## src/rtl/uart_frac_baud_gen_pkg.sv

```systemverilog
// Shared constants for the UART fractional baud-tick generator.
// Holds the default parameter values, the minimum legal integer divisor and the
// width rule for the oversample counter.
package uart_frac_baud_gen_pkg;

  localparam int unsigned UART_DIV_W_DEF  = 16;
  localparam int unsigned UART_FRAC_W_DEF = 4;
  localparam int unsigned UART_OVS_DEF    = 16;

  // Smallest div_int that yields a usable period; anything below raises cfg_err.
  localparam int unsigned UART_DIV_MIN = 2;

  // Width of the oversample counter (OVS legal range 2..256).
  function automatic int unsigned ovs_width(input int unsigned ovs);
    return $clog2(ovs);
  endfunction

endpackage

```

## src/rtl/uart_os_counter.sv

```systemverilog
// Modulo-OVS oversample counter with mid-bit and bit-boundary decode.
// Ports:
//   clk, rst_n  clock / async active-low reset
//   clear       synchronous clear to 0 (idle or resync)
//   tick        os_tick condition for this cycle; advances the counter
//   os_cnt      current oversample index within the bit
//   mid_hit     tick coincides with os_cnt == OVS/2-1 (combinational)
//   bit_hit     tick coincides with os_cnt == OVS-1 (combinational)
module uart_os_counter
  import uart_frac_baud_gen_pkg::*;
#(
  parameter int unsigned OVS   = UART_OVS_DEF,
  parameter int unsigned OVS_W = ovs_width(OVS)
) (
  input  logic             clk,
  input  logic             rst_n,
  input  logic             clear,
  input  logic             tick,
  output logic [OVS_W-1:0] os_cnt,
  output logic             mid_hit,
  output logic             bit_hit
);

  localparam logic [OVS_W-1:0] MidIdx  = OVS_W'(OVS / 2 - 1);
  localparam logic [OVS_W-1:0] LastIdx = OVS_W'(OVS - 1);

  logic [OVS_W-1:0] os_cnt_q, os_cnt_d;

  always_comb begin
    os_cnt_d = os_cnt_q;
    if (clear) begin
      os_cnt_d = '0;
    end else if (tick) begin
      // Explicit wrap so non-power-of-two OVS works.
      os_cnt_d = (os_cnt_q == LastIdx) ? '0 : os_cnt_q + 1'b1;
    end
  end

  always_ff @(posedge clk or negedge rst_n) begin
    if (!rst_n) begin
      os_cnt_q <= '0;
    end else begin
      os_cnt_q <= os_cnt_d;
    end
  end

  assign os_cnt  = os_cnt_q;
  assign mid_hit = tick && (os_cnt_q == MidIdx);
  assign bit_hit = tick && (os_cnt_q == LastIdx);

endmodule

```

## src/rtl/uart_frac_baud_gen.sv

```systemverilog
// UART baud-tick generator: oversample tick plus mid-bit and bit-boundary ticks.
// Integer divider with an optional fractional accumulator, enabled by defining
// the macro UART_BAUD_GEN_FRAC_EN (without it div_frac is ignored, N = div_int).
// Ports:
//   clk, rst_n  clock / async active-low reset
//   en          enable; low holds the generator idle and reloads the divisor
//   resync      1-cycle pulse restarting bit timing from phase 0
//   div_int     integer clk cycles per oversample tick (>= 2)
//   div_frac    fractional cycles per tick, units of 1/2**FRAC_W
//   os_tick     registered pulse every oversample period
//   mid_tick    registered pulse on the os_tick with os_cnt == OVS/2-1
//   bit_tick    registered pulse on the os_tick with os_cnt == OVS-1
//   cfg_err     high while enabled with an active div_int below the minimum
module uart_frac_baud_gen
  import uart_frac_baud_gen_pkg::*;
#(
  parameter int unsigned DIV_W  = UART_DIV_W_DEF,
  parameter int unsigned FRAC_W = UART_FRAC_W_DEF,
  parameter int unsigned OVS    = UART_OVS_DEF
) (
  input  logic              clk,
  input  logic              rst_n,
  input  logic              en,
  input  logic              resync,
  input  logic [DIV_W-1:0]  div_int,
  input  logic [FRAC_W-1:0] div_frac,
  output logic              os_tick,
  output logic              mid_tick,
  output logic              bit_tick,
  output logic              cfg_err
);

  localparam int unsigned OVS_W = ovs_width(OVS);
  localparam int unsigned CNT_W = DIV_W + 1;

  logic [CNT_W-1:0] cnt_q, cnt_d;
  logic [CNT_W-1:0] period;
  logic [DIV_W-1:0] div_int_q;
  logic             os_tick_q, mid_tick_q, bit_tick_q, cfg_err_q;
  logic             carry;
  logic             clear, div_bad, tick_hit, load_div;
  logic             mid_hit, bit_hit;
  logic [OVS_W-1:0] os_cnt;

  assign clear    = !en || resync;
  assign div_bad  = div_int_q < DIV_W'(UART_DIV_MIN);
  assign period   = {1'b0, div_int_q} + CNT_W'(carry);
  // resync suppresses a tick that would otherwise land in the same cycle.
  assign tick_hit = en && !resync && !div_bad && (cnt_q == period);
  // Divisor only changes between bits so a running bit keeps its timing.
  assign load_div = clear || bit_hit;

`ifdef UART_BAUD_GEN_FRAC_EN
  logic [FRAC_W-1:0] div_frac_q, acc_q, acc_d;
  logic              carry_q, carry_d;

  always_comb begin
    acc_d   = acc_q;
    carry_d = carry_q;
    if (clear) begin
      acc_d   = '0;
      carry_d = 1'b0;
    end else if (tick_hit) begin
      // Carry stretches the following period by one cycle.
      {carry_d, acc_d} = {1'b0, acc_q} + {1'b0, div_frac_q};
    end
  end

  always_ff @(posedge clk or negedge rst_n) begin
    if (!rst_n) begin
      acc_q      <= '0;
      carry_q    <= 1'b0;
      div_frac_q <= '0;
    end else begin
      acc_q   <= acc_d;
      carry_q <= carry_d;
      if (load_div) begin
        div_frac_q <= div_frac;
      end
    end
  end

  assign carry = carry_q;
`else
  logic unused_div_frac;
  assign unused_div_frac = ^div_frac;
  assign carry = 1'b0;
`endif

  always_comb begin
    cnt_d = cnt_q;
    if (clear || tick_hit) begin
      cnt_d = CNT_W'(1);
    end else if (!div_bad) begin
      cnt_d = cnt_q + 1'b1;
    end
  end

  always_ff @(posedge clk or negedge rst_n) begin
    if (!rst_n) begin
      cnt_q      <= CNT_W'(1);
      div_int_q  <= '0;
      os_tick_q  <= 1'b0;
      mid_tick_q <= 1'b0;
      bit_tick_q <= 1'b0;
      cfg_err_q  <= 1'b0;
    end else begin
      cnt_q <= cnt_d;
      if (load_div) begin
        div_int_q <= div_int;
      end
      os_tick_q  <= tick_hit;
      mid_tick_q <= mid_hit;
      bit_tick_q <= bit_hit;
      cfg_err_q  <= en && div_bad;
    end
  end

  uart_os_counter #(
    .OVS   (OVS),
    .OVS_W (OVS_W)
  ) u_os_counter (
    .clk     (clk),
    .rst_n   (rst_n),
    .clear   (clear),
    .tick    (tick_hit),
    .os_cnt  (os_cnt),
    .mid_hit (mid_hit),
    .bit_hit (bit_hit)
  );

  assign os_tick  = os_tick_q;
  assign mid_tick = mid_tick_q;
  assign bit_tick = bit_tick_q;
  assign cfg_err  = cfg_err_q;

endmodule

```

## config.mk

```make
export PLATFORM = sky130hd
export DESIGN_NAME = uart_frac_baud_gen
export DESIGN_NICKNAME = d
export VERILOG_FILES = /design/src/rtl/uart_frac_baud_gen_pkg.sv /design/src/rtl/uart_os_counter.sv /design/src/rtl/uart_frac_baud_gen.sv
export SDC_FILE = /design/constraint.sdc
export NUM_CORES = 1
export LEC_CHECK = 0
export CAP_MARGIN = 15
export CORE_MARGIN = 5
export CORE_UTILIZATION = 45
export DETAILED_ROUTE_END_ITERATION = 16
export DONT_BUFFER_PORTS = 1
export SLEW_MARGIN = 20
export SYNTH_ARGS = -nofsm -noshare
export SYNTH_HDL_FRONTEND = slang
export SYNTH_SLANG_ARGS = --single-unit
```

## constraint.sdc

```tcl
create_clock -name clk -period 2.1 [get_ports clk]
set_input_delay 0.63 -clock clk [delete_from_list [all_inputs] [get_ports clk]]
set_output_delay 0.63 -clock clk [all_outputs]
set_load 0.01 [all_outputs]
```

=== Word level (Yosys, flattened, before mapping) ===
Cells that the tools add are included.

* Bits in registers: 41
* Input port bits: 24
* Logic and storage cells: 32
* Output and inout bits: 4

* Magnitude comparators: 1
* Add/sub/neg operators: 2
* Eq/ne operators: 4
* Muxes and demuxes: 5
* Reductions and logical operators: 13

{| class="wikitable"
|+ Operator list
! kind !! count
|-
| 17-bit two-way mux || 2
|-
| 17-bit by 1-bit adder with 17-bit output (second input constant) || 1
|-
| 17-bit by 16-bit equality test with 1-bit output || 1
|-
| 16-bit by 2-bit < comparator with 1-bit output (second input constant) || 1
|-
| 4-bit two-way mux || 3
|-
| 1-bit logical AND || 6
|-
| 4-bit by 1-bit adder with 4-bit output (second input constant) || 1
|-
| 4-bit by 3-bit equality test with 1-bit output (second input constant) || 1
|-
| 4-bit equality test (second input constant) || 1
|-
| 1-bit logical NOT || 3
|-
| 1-bit logical OR || 3
|-
| 2-bit by 1-bit != test with 1-bit output (second input constant) || 1
|-
| 2-bit nonzero test || 1
|}

=== Longest topological paths before layout ===
Gate-level depths: netlist (run 1).

* Depth in word-level cells: 6
* Gate-level depth with buffers: 7

=== Modules after synthesis ===
A second synthesis (run 1) with hierarchy kept.

* Cell total of the unflattened synthesis: 177
* Area, all modules: 2,034.5 sq um

{| class="wikitable"
|+ Modules (own cells, without submodules)
! module !! area an instance (sq um) !! times used !! cells an instance !! seq. area each (sq um)
|-
| uart_frac_baud_gen || 1,819.2 || 1 || 155 || 927.1
|-
| uart_os_counter || 215.2 || 1 || 22 || 100.1
|}

=== Worst setup path after synthesis (run 1) ===
No wires, ideal clock.

* Path type: flip-flop to flip-flop
* Start: register cnt_q[0]
* End: register u_os_counter.os_cnt_q[0] (netlist: u_os_counter.os_cnt[0])
* Data arrival time: 2,192 ps
* Required time: 1,975 ps
* Stages on the path, launching flop included: 6
* Clock period less this slack: 2,317 ps
* Path slack: -217 ps
* Path through: dfstp_2 -> xor2_1 -> or4b_2 -> or4_1 -> nor2_1 -> mux2_2

* Longest elaborated chain between the ends: 3

{| class="wikitable"
|+ Ends and longest elaborated chain
! element !! line !! text
|-
| from (decl) || uart_frac_baud_gen.sv:36 || <nowiki>logic [CNT_W-1:0] cnt_q, cnt_d;</nowiki>
|-
| from (signal assigned) || uart_frac_baud_gen.sv:108 || <nowiki>cnt_q <= cnt_d;</nowiki>
|-
| 17-bit by 16-bit equality test with 1-bit output || uart_frac_baud_gen.sv:49 || <nowiki>assign tick_hit = en && !resync && !div_bad && (cnt_q == period);</nowiki>
|-
| 1-bit logical AND || uart_frac_baud_gen.sv:49 ||
|-
| 2-bit nonzero test (no source line) || - ||
|-
| to (signal assigned) || uart_os_counter.sv:43 || <nowiki>os_cnt_q <= os_cnt_d;</nowiki>
|-
| to (decl) || uart_os_counter.sv:27 || <nowiki>logic [OVS_W-1:0] os_cnt_q, os_cnt_d;</nowiki>
|}

Every way passes these cells.
A chain may end at the register's enable or synchronous reset.

=== Worst setup path after layout (run 1) ===
* Start: register div_int_q[13]
* End: register u_os_counter.os_cnt_q[0] (netlist: u_os_counter.os_cnt[0])

* Longest elaborated chain between the ends: 5
* Elaborated cells on any way between the ends: 6

{| class="wikitable"
|+ Ends and longest elaborated chain
! element !! line !! text
|-
| from (decl) || uart_frac_baud_gen.sv:38 || <nowiki>logic [DIV_W-1:0] div_int_q;</nowiki>
|-
| from (signal assigned) || uart_frac_baud_gen.sv:110 || <nowiki>div_int_q <= div_int;</nowiki>
|-
| 16-bit by 2-bit < comparator with 1-bit output || uart_frac_baud_gen.sv:46 || <nowiki>assign div_bad = div_int_q < DIV_W'(UART_DIV_MIN);</nowiki>
|-
| 1-bit logical NOT || - ||
|-
| 1-bit logical AND || uart_frac_baud_gen.sv:49 ||
|-
| 1-bit logical AND * || uart_frac_baud_gen.sv:49 ||
|-
| 2-bit nonzero test (no source line) * || - ||
|}

Every way passes the cells marked *; elsewhere a longest branch is shown, timed or not.

==> metrics, run 1 <==
status=complete, but fails checks; failing checks=setup timing; max frequency=467 MHz; Initial DRC Count=108; Fillers=410; Final Instance Area=2550 um2; Layout Cells excl Fill=272; period utilization=102%; flop-to-flop setup slack=-0.04 ns; via count of the first global-routing pass=1,581; minimum clock period=roughly 2.1 ns; Design Power=approximately 1.5 mW; Mapped Area=2140 um2; total gr overflow=0; Final Slew Violations=0; placed inst area=2390 um2; CP Data Required Time=between 2 and 2.5 ns; leakage power=1.09 nW; Routed WL=4.51 mm; final setup violation count=17; Buffers on Ports=0; worst r2r src=div_int_q[13]; Worst slew margin=79.0%; Final Hold Viols=0; Die Footprint=6240 um2; Sink Count=between 40 and 50; Cells after DPL=259; worst reg2reg path depth=5; peak supply drop=0.342 mV; Slowest cell on crit path=or4b_4; register area share after synthesis=48.0%; top cells by area, synth=dfrtp_1 47%, xnor2_1 7.8%, mux2_4 7.0%; nets=243; Initial Util=a little under half; Cell variety after synth=35; Yosys top cell by area=dfrtp_1; PD cells=between 500 and 600 nW/um2; DIE HEIGHT=around 79 um; synthesis-to-layout area growth=19.1%; gpl congestion=0.898; CTS Buf Count=5; Cell Chain, Critical Path=xor2_1 -> or4b_4 -> or4_4 -> nor2_4 -> mux2_4; RSZ-0062 raised after global routing=true; layout cells sized above 1=31.7%; first-pass GRT wire length=7.61 mm; GRT Total Usage=15.9%; CP Capture Type=flip-flop; CP bufs+invs=0; Setup Skew=0.00775 ns; Clock Tree Buf Depth=2; clock transition at the registers of the reported paths=0.08 ns; vias=1,524; HPWL after detailed placement=3.41 mm; worst slew pin tran=0.311 ns; Die Width=79.0 um; Cells after Synth=188; Diodes inserted=0; final setup margin=-0.0393 ns; CP arrival=roughly 2.3 ns; largest net degree at the start of global routing=42; Pre-antenna DRT Iters=4; # IOs=28; Seq cells post-synth=41; syn_area_per_cell=11.4 um2; Root Buffer=clkbuf_8; largest delay contributor family on the critical path=simple AND/OR/NAND/NOR gates; crit-path max cell delay=between 0.5 and 0.6 ns; Crit Path Max Fanout=2; ANT nets after route=0; Yosys top cell area share=between 40% and 50%; CTS tree=yes; Routed WL per cell=16.6 um; Max-Cap Viols=0; vias per inst=roughly 5.6; Setup CP Type=reg -> reg; Worst R2R End=u_os_counter.os_cnt[0]; Yosys warnings=0; Core Box Area=4660 um2; Setup crit start kind=flip-flop; DRC viols=0; H-tree depth=2; Row Count=25; final core utilization=54.7%; initial antenna violation count=0; Mapped Nets=214; clock latency on the worst-skew pair=0.30 ns; Hold Path Class=in -> async
layout make-up:
type                    instances  area (um2)  area share (%)
inverters                       3        11.3           0.442
well taps                      54        67.6            2.65
repair buffers                 27         230            9.03
clock buffers                   5        68.8            2.70
multi-input cells             139        1130            44.2
flip-flops and latches         41        1030            40.3
clock inverters                 3        17.5           0.687
registers in the layout, summed over array words and instances, names as in the netlist:
register and count:
cnt_q 17, cfg_err 1, u_os_counter.os_cnt 4, mid_tick 1, bit_tick 1, div_int_q 16, os_tick 1
layer usage:
layer | vias up | share of wire, % | global-route usage (%) | wire (um)
li1 | 726 | - | - | -
met2 | 29 | 50 | 26.8 | 2270
met4 | 0 | 1.7 | 6.87 | 76
met5 | - | 0 | 0 | 0
met1 | 762 | 44 | 18.8 | 1980
met3 | 7 | 4.1 | 4.65 | 184
how the worst max path moves through the flow:
stage	from	endpoint	cells after the start
floorplan	cnt_q[13]	div_int_q[10]	6
global placement	div_int_q[13]	div_int_q[2]	8
CTS	div_int_q[13]	u_os_counter.os_cnt[0]	5
detailed placement	cnt_q[13]	u_os_counter.os_cnt[0]	5
global route	div_int_q[13]	u_os_counter.os_cnt[0]	5
finish	div_int_q[13]	u_os_counter.os_cnt[0]	5
metrics by stage:
stage,worst slack (ns),setup TNS (ns),hold WS (ns)
final,-0.0393,-0.201,0.0177
after global routing,-0.0921,-2.21,0.000857
after CTS,-0.0477,-0.328,0.00626
after detailed placement,-0.0534,-0.765,0.336
after global placement,-0.0481,-0.477,0.335
after floorplan,-0.103,-1.36,0.334
placed cells by master, fill, tap and decap left out, drive strengths merged:
cell,n
o21ai,1
buf,26
or4,2
nand3,5
a31oi,1
or2,1
clkinv,2
and3,7
nor4,6
mux2,17
clkinvlp,1
nor2b,1
and2,2
nor2,19
and4,1
nand2,7
a21o,1
or4b,1
xor2,13
xnor2,19
dfrtp,40
clkbuf,5
a21oi,3
a31o,3
nand4,15
nor4bb,1
or3,1
ha,2
dlygate4sd3,1
inv,3
dfstp,1
nand2b,2
nor3,7
nand3b,1
synthesized netlist by cell type (all sizes together):
| master | instances |
|---|---|
| nor2 | 19 |
| and4 | 1 |
| a21oi | 3 |
| nand2 | 7 |
| and2 | 2 |
| xnor2 | 19 |
| nand3b | 1 |
| nand4 | 15 |
| xor2 | 13 |
| inv | 3 |
| nand2b | 2 |
| nor4bb | 1 |
| a31o | 3 |
| and3 | 7 |
| clkbuf | 2 |
| o21ai | 1 |
| or2 | 1 |
| a31oi | 1 |
| or4 | 2 |
| dfrtp | 40 |
| or4b | 1 |
| nor3 | 7 |
| dfstp | 1 |
| a21o | 1 |
| ha | 2 |
| nor4 | 6 |
| or3 | 1 |
| mux2 | 17 |
| nand3 | 5 |
| nor2b | 1 |
| buf | 3 |
what timing repair did:
item / in CTS / in global routing
buffers inserted: 1 / 3
resized for setup: 4 / 1
setup endpoints to repair: 33 / 35
hold endpoints to repair: 0 / 5
hold buffers: 0 / 1
kinds of logic after synthesis:
kind of cell    count (synthesis)  share of synthesized area (%)
xor+xnor                       32                           13.1
flops                          41                           48.0
buf+inv                         8                           2.16
fa+ha+maj                       2                           1.17
compound gates                  9                           4.03
mux                            17                           10.7
simple gates                   79                           20.9
power by group:
group / internal, mW / switching, mW / leakage [nW]
Clock: 0.229 / 0.273 / 0.0439
Sequential: 0.819 / 0.0347 / 0.532
Combinational: 0.0943 / 0.0649 / 0.516
Power figures use the tool's default switching activity.
==> run 2: changes to the inputs <==
Settings changed: CTS_CLUSTER_SIZE set to 24, TNS_END_PERCENT set to 50.
==> metrics, run 2 (synthesized netlist as in run 1, its figures left out) <==
vias=1,500 (was 1,524); Max-Cap Viols=0 (unchanged); worst reg2reg path depth=6 (was 5); Diodes inserted=0 (unchanged); commonest non-fill, non-tap cells in the layout=40 x dfrtp_1, 22 x buf_4, 19 x xnor2_1 (was 40 x dfrtp_1, 24 x buf_4, 19 x xnor2_1); Die Width=79.0 um (unchanged); total gr overflow=0 (unchanged); initial antenna violation count=0 (unchanged); GRT Total Usage=16.3% (was 15.9%); HPWL after detailed placement=3.38 mm (was 3.41 mm); most common cell after layout, fill and taps aside=dfrtp_1 (unchanged); Reg area=1030 um2 (unchanged); clock transition at the registers of the reported paths=0.08 ns (about the same); Initial Util=45.9% (unchanged); Largest register FFs=17 (unchanged); vias per inst=5.49 (was 5.60); CP arrival=2.37 ns (was 2.32 ns); final setup margin=-0.0832 ns (was -0.0393 ns); DIE HEIGHT=79.0 um (unchanged); Root Buffer=clkbuf_8 (unchanged); layout cells sized above 1=32.4% (was 31.7%); largest net degree at the start of global routing=42 (unchanged); worst slew pin tran=0.831 ns (was 0.311 ns); Layout Cells excl Fill=273 (was 272); gpl congestion=0.828 (was 0.898); PD cells=640 nW/um2 (was 594 nW/um2); Crit Path Max Fanout=8 (was 2); CP Capture Type=flip-flop (unchanged); Die Footprint=6240 um2 (unchanged); Pre-antenna DRT Iters=4 (unchanged); final setup violation count=33 (was 17); Fillers=410 (unchanged); via count of the first global-routing pass=1,563 (was 1,581); leakage power=1.13 nW (was 1.09 nW); CTS tree=yes (unchanged); Worst slew margin=44.4% (was 79.0%); Core Box Area=4660 um2 (unchanged); DRC viols=0 (unchanged); Initial DRC Count=69 (was 108); post-placement worst setup slack=-0.0748 ns (was -0.0534 ns); ANT nets after route=0 (unchanged); Routed WL per cell=17.5 um (was 16.6 um); Sink Count=41 (unchanged); Hold Path Class=in -> async (unchanged); Cells after DPL=259 (unchanged); # IOs=28 (unchanged); Final Hold Viols=0 (unchanged); failing checks=setup timing (unchanged); Setup CP Type=reg -> reg (unchanged); Clock Tree Buf Depth=2 (unchanged); status=complete, but fails checks (unchanged); CTS Buf Count=5 (unchanged); Buffers on Ports=0 (unchanged); Routed WL=4.77 mm (was 4.51 mm); flop-to-flop setup slack=-0.08 ns (was -0.04 ns); H-tree depth=2 (unchanged); RSZ-0062 raised after global routing=true (unchanged); Final Slew Violations=0 (unchanged); minimum clock period=2.18 ns (was 2.14 ns); Setup crit start kind=flip-flop (unchanged); period utilization=104% (was 102%); peak supply drop=0.423 mV (was 0.342 mV); Biggest register=cnt_q (unchanged); multi-input logic area=1140 um2 (was 1130 um2); worst r2r src=cnt_q[13] (was div_int_q[13]); nets=244 (was 243); max frequency=458 MHz (was 467 MHz); Worst R2R End=div_int_q[9] (was u_os_counter.os_cnt[0]); CP Data Required Time=2.29 ns (was 2.28 ns); first-pass GRT wire length=7.74 mm (was 7.61 mm); clock latency on the worst-skew pair=0.30 ns (about the same); Setup Skew=0.0109 ns (was 0.00775 ns); Row Count=25 (unchanged); synthesis-to-layout area growth=22.6% (was 19.1%)
-- run 2: worst max-delay path by stage --
stage	from	endpoint	slack [ns]	depth (start not counted)
floorplan	cnt_q[13]	div_int_q[10]	-0.10	6
global placement	div_int_q[13]	div_int_q[15]	-0.08	8
detailed placement	div_int_q[13]	div_int_q[3]	-0.07	8
CTS	div_int_q[13]	div_int_q[8]	-0.07	6
global route	cnt_q[13]	div_int_q[9]	-0.15	6
finish	cnt_q[13]	div_int_q[9]	-0.08	6
-- run 2: final cells by class --
class / count / share of cell area (%)
clock inverters: 3 / 1.76
repair buffers: 28 / 9.91
clock buffers: 5 / 2.62
well taps: 54 / 2.57
inverters: 3 / 0.429
multi-input cells: 139 / 43.6
flip-flops and latches: 41 / 39.1
-- run 2: per-stage QoR --
stage               hold slack, ns  setup TNS, ns  area, um2  power, mW  util (%)
finish                      0.0227          -1.38       2630       1.68      56.3
global route               0.00137          -3.38       2630       1.75      56.3
CTS                        0.00126          -1.43       2520       1.67      54.1
detailed placement           0.336          -1.19       2390       1.02      51.3
global placement             0.335          -1.02       2390       1.02      51.3
floorplan                    0.334          -1.38       2170      0.965         -
-- run 2: repair_timing --
| item | 4_1_cts | 5_1_grt |
|---|---|---|
| hold endpoints to repair | 0 | 18 |
| gates resized for setup | 2 | 7 |
| cloned | 0 | 1 |
| endpoints found under the setup margin | 34 | 34 |
| buffers inserted | 1 | 1 |
| pin swaps | 0 | 1 |
| hold buffers | 0 | 3 |
-- run 2: where the power goes --
group	leakage (nW)	switching, mW	internal, mW	total (mW)
sequential	0.532	0.0358	0.819	0.855
clock	0.0543	0.289	0.356	0.645
combinational	0.542	0.0781	0.103	0.182
total	1.13	0.403	1.28	1.68
-- run 2: critical path, cell delays in order (launching register included) --
cell	delay, ns
dfrtp_1	0.42
xor2_2	0.21
or4_4	0.56
nor4_4	0.23
a31oi_4	0.16
clkbuf_16	0.20
mux2_4	0.29
-- run 2: metal layers --
metal	GRT usage, %	up-vias	wire, um
li1	-	726	-
met1	20.5	735	2170
met2	25.7	29	2270
met3	4.54	10	209
met4	7.90	0	121
met5	0	-	0
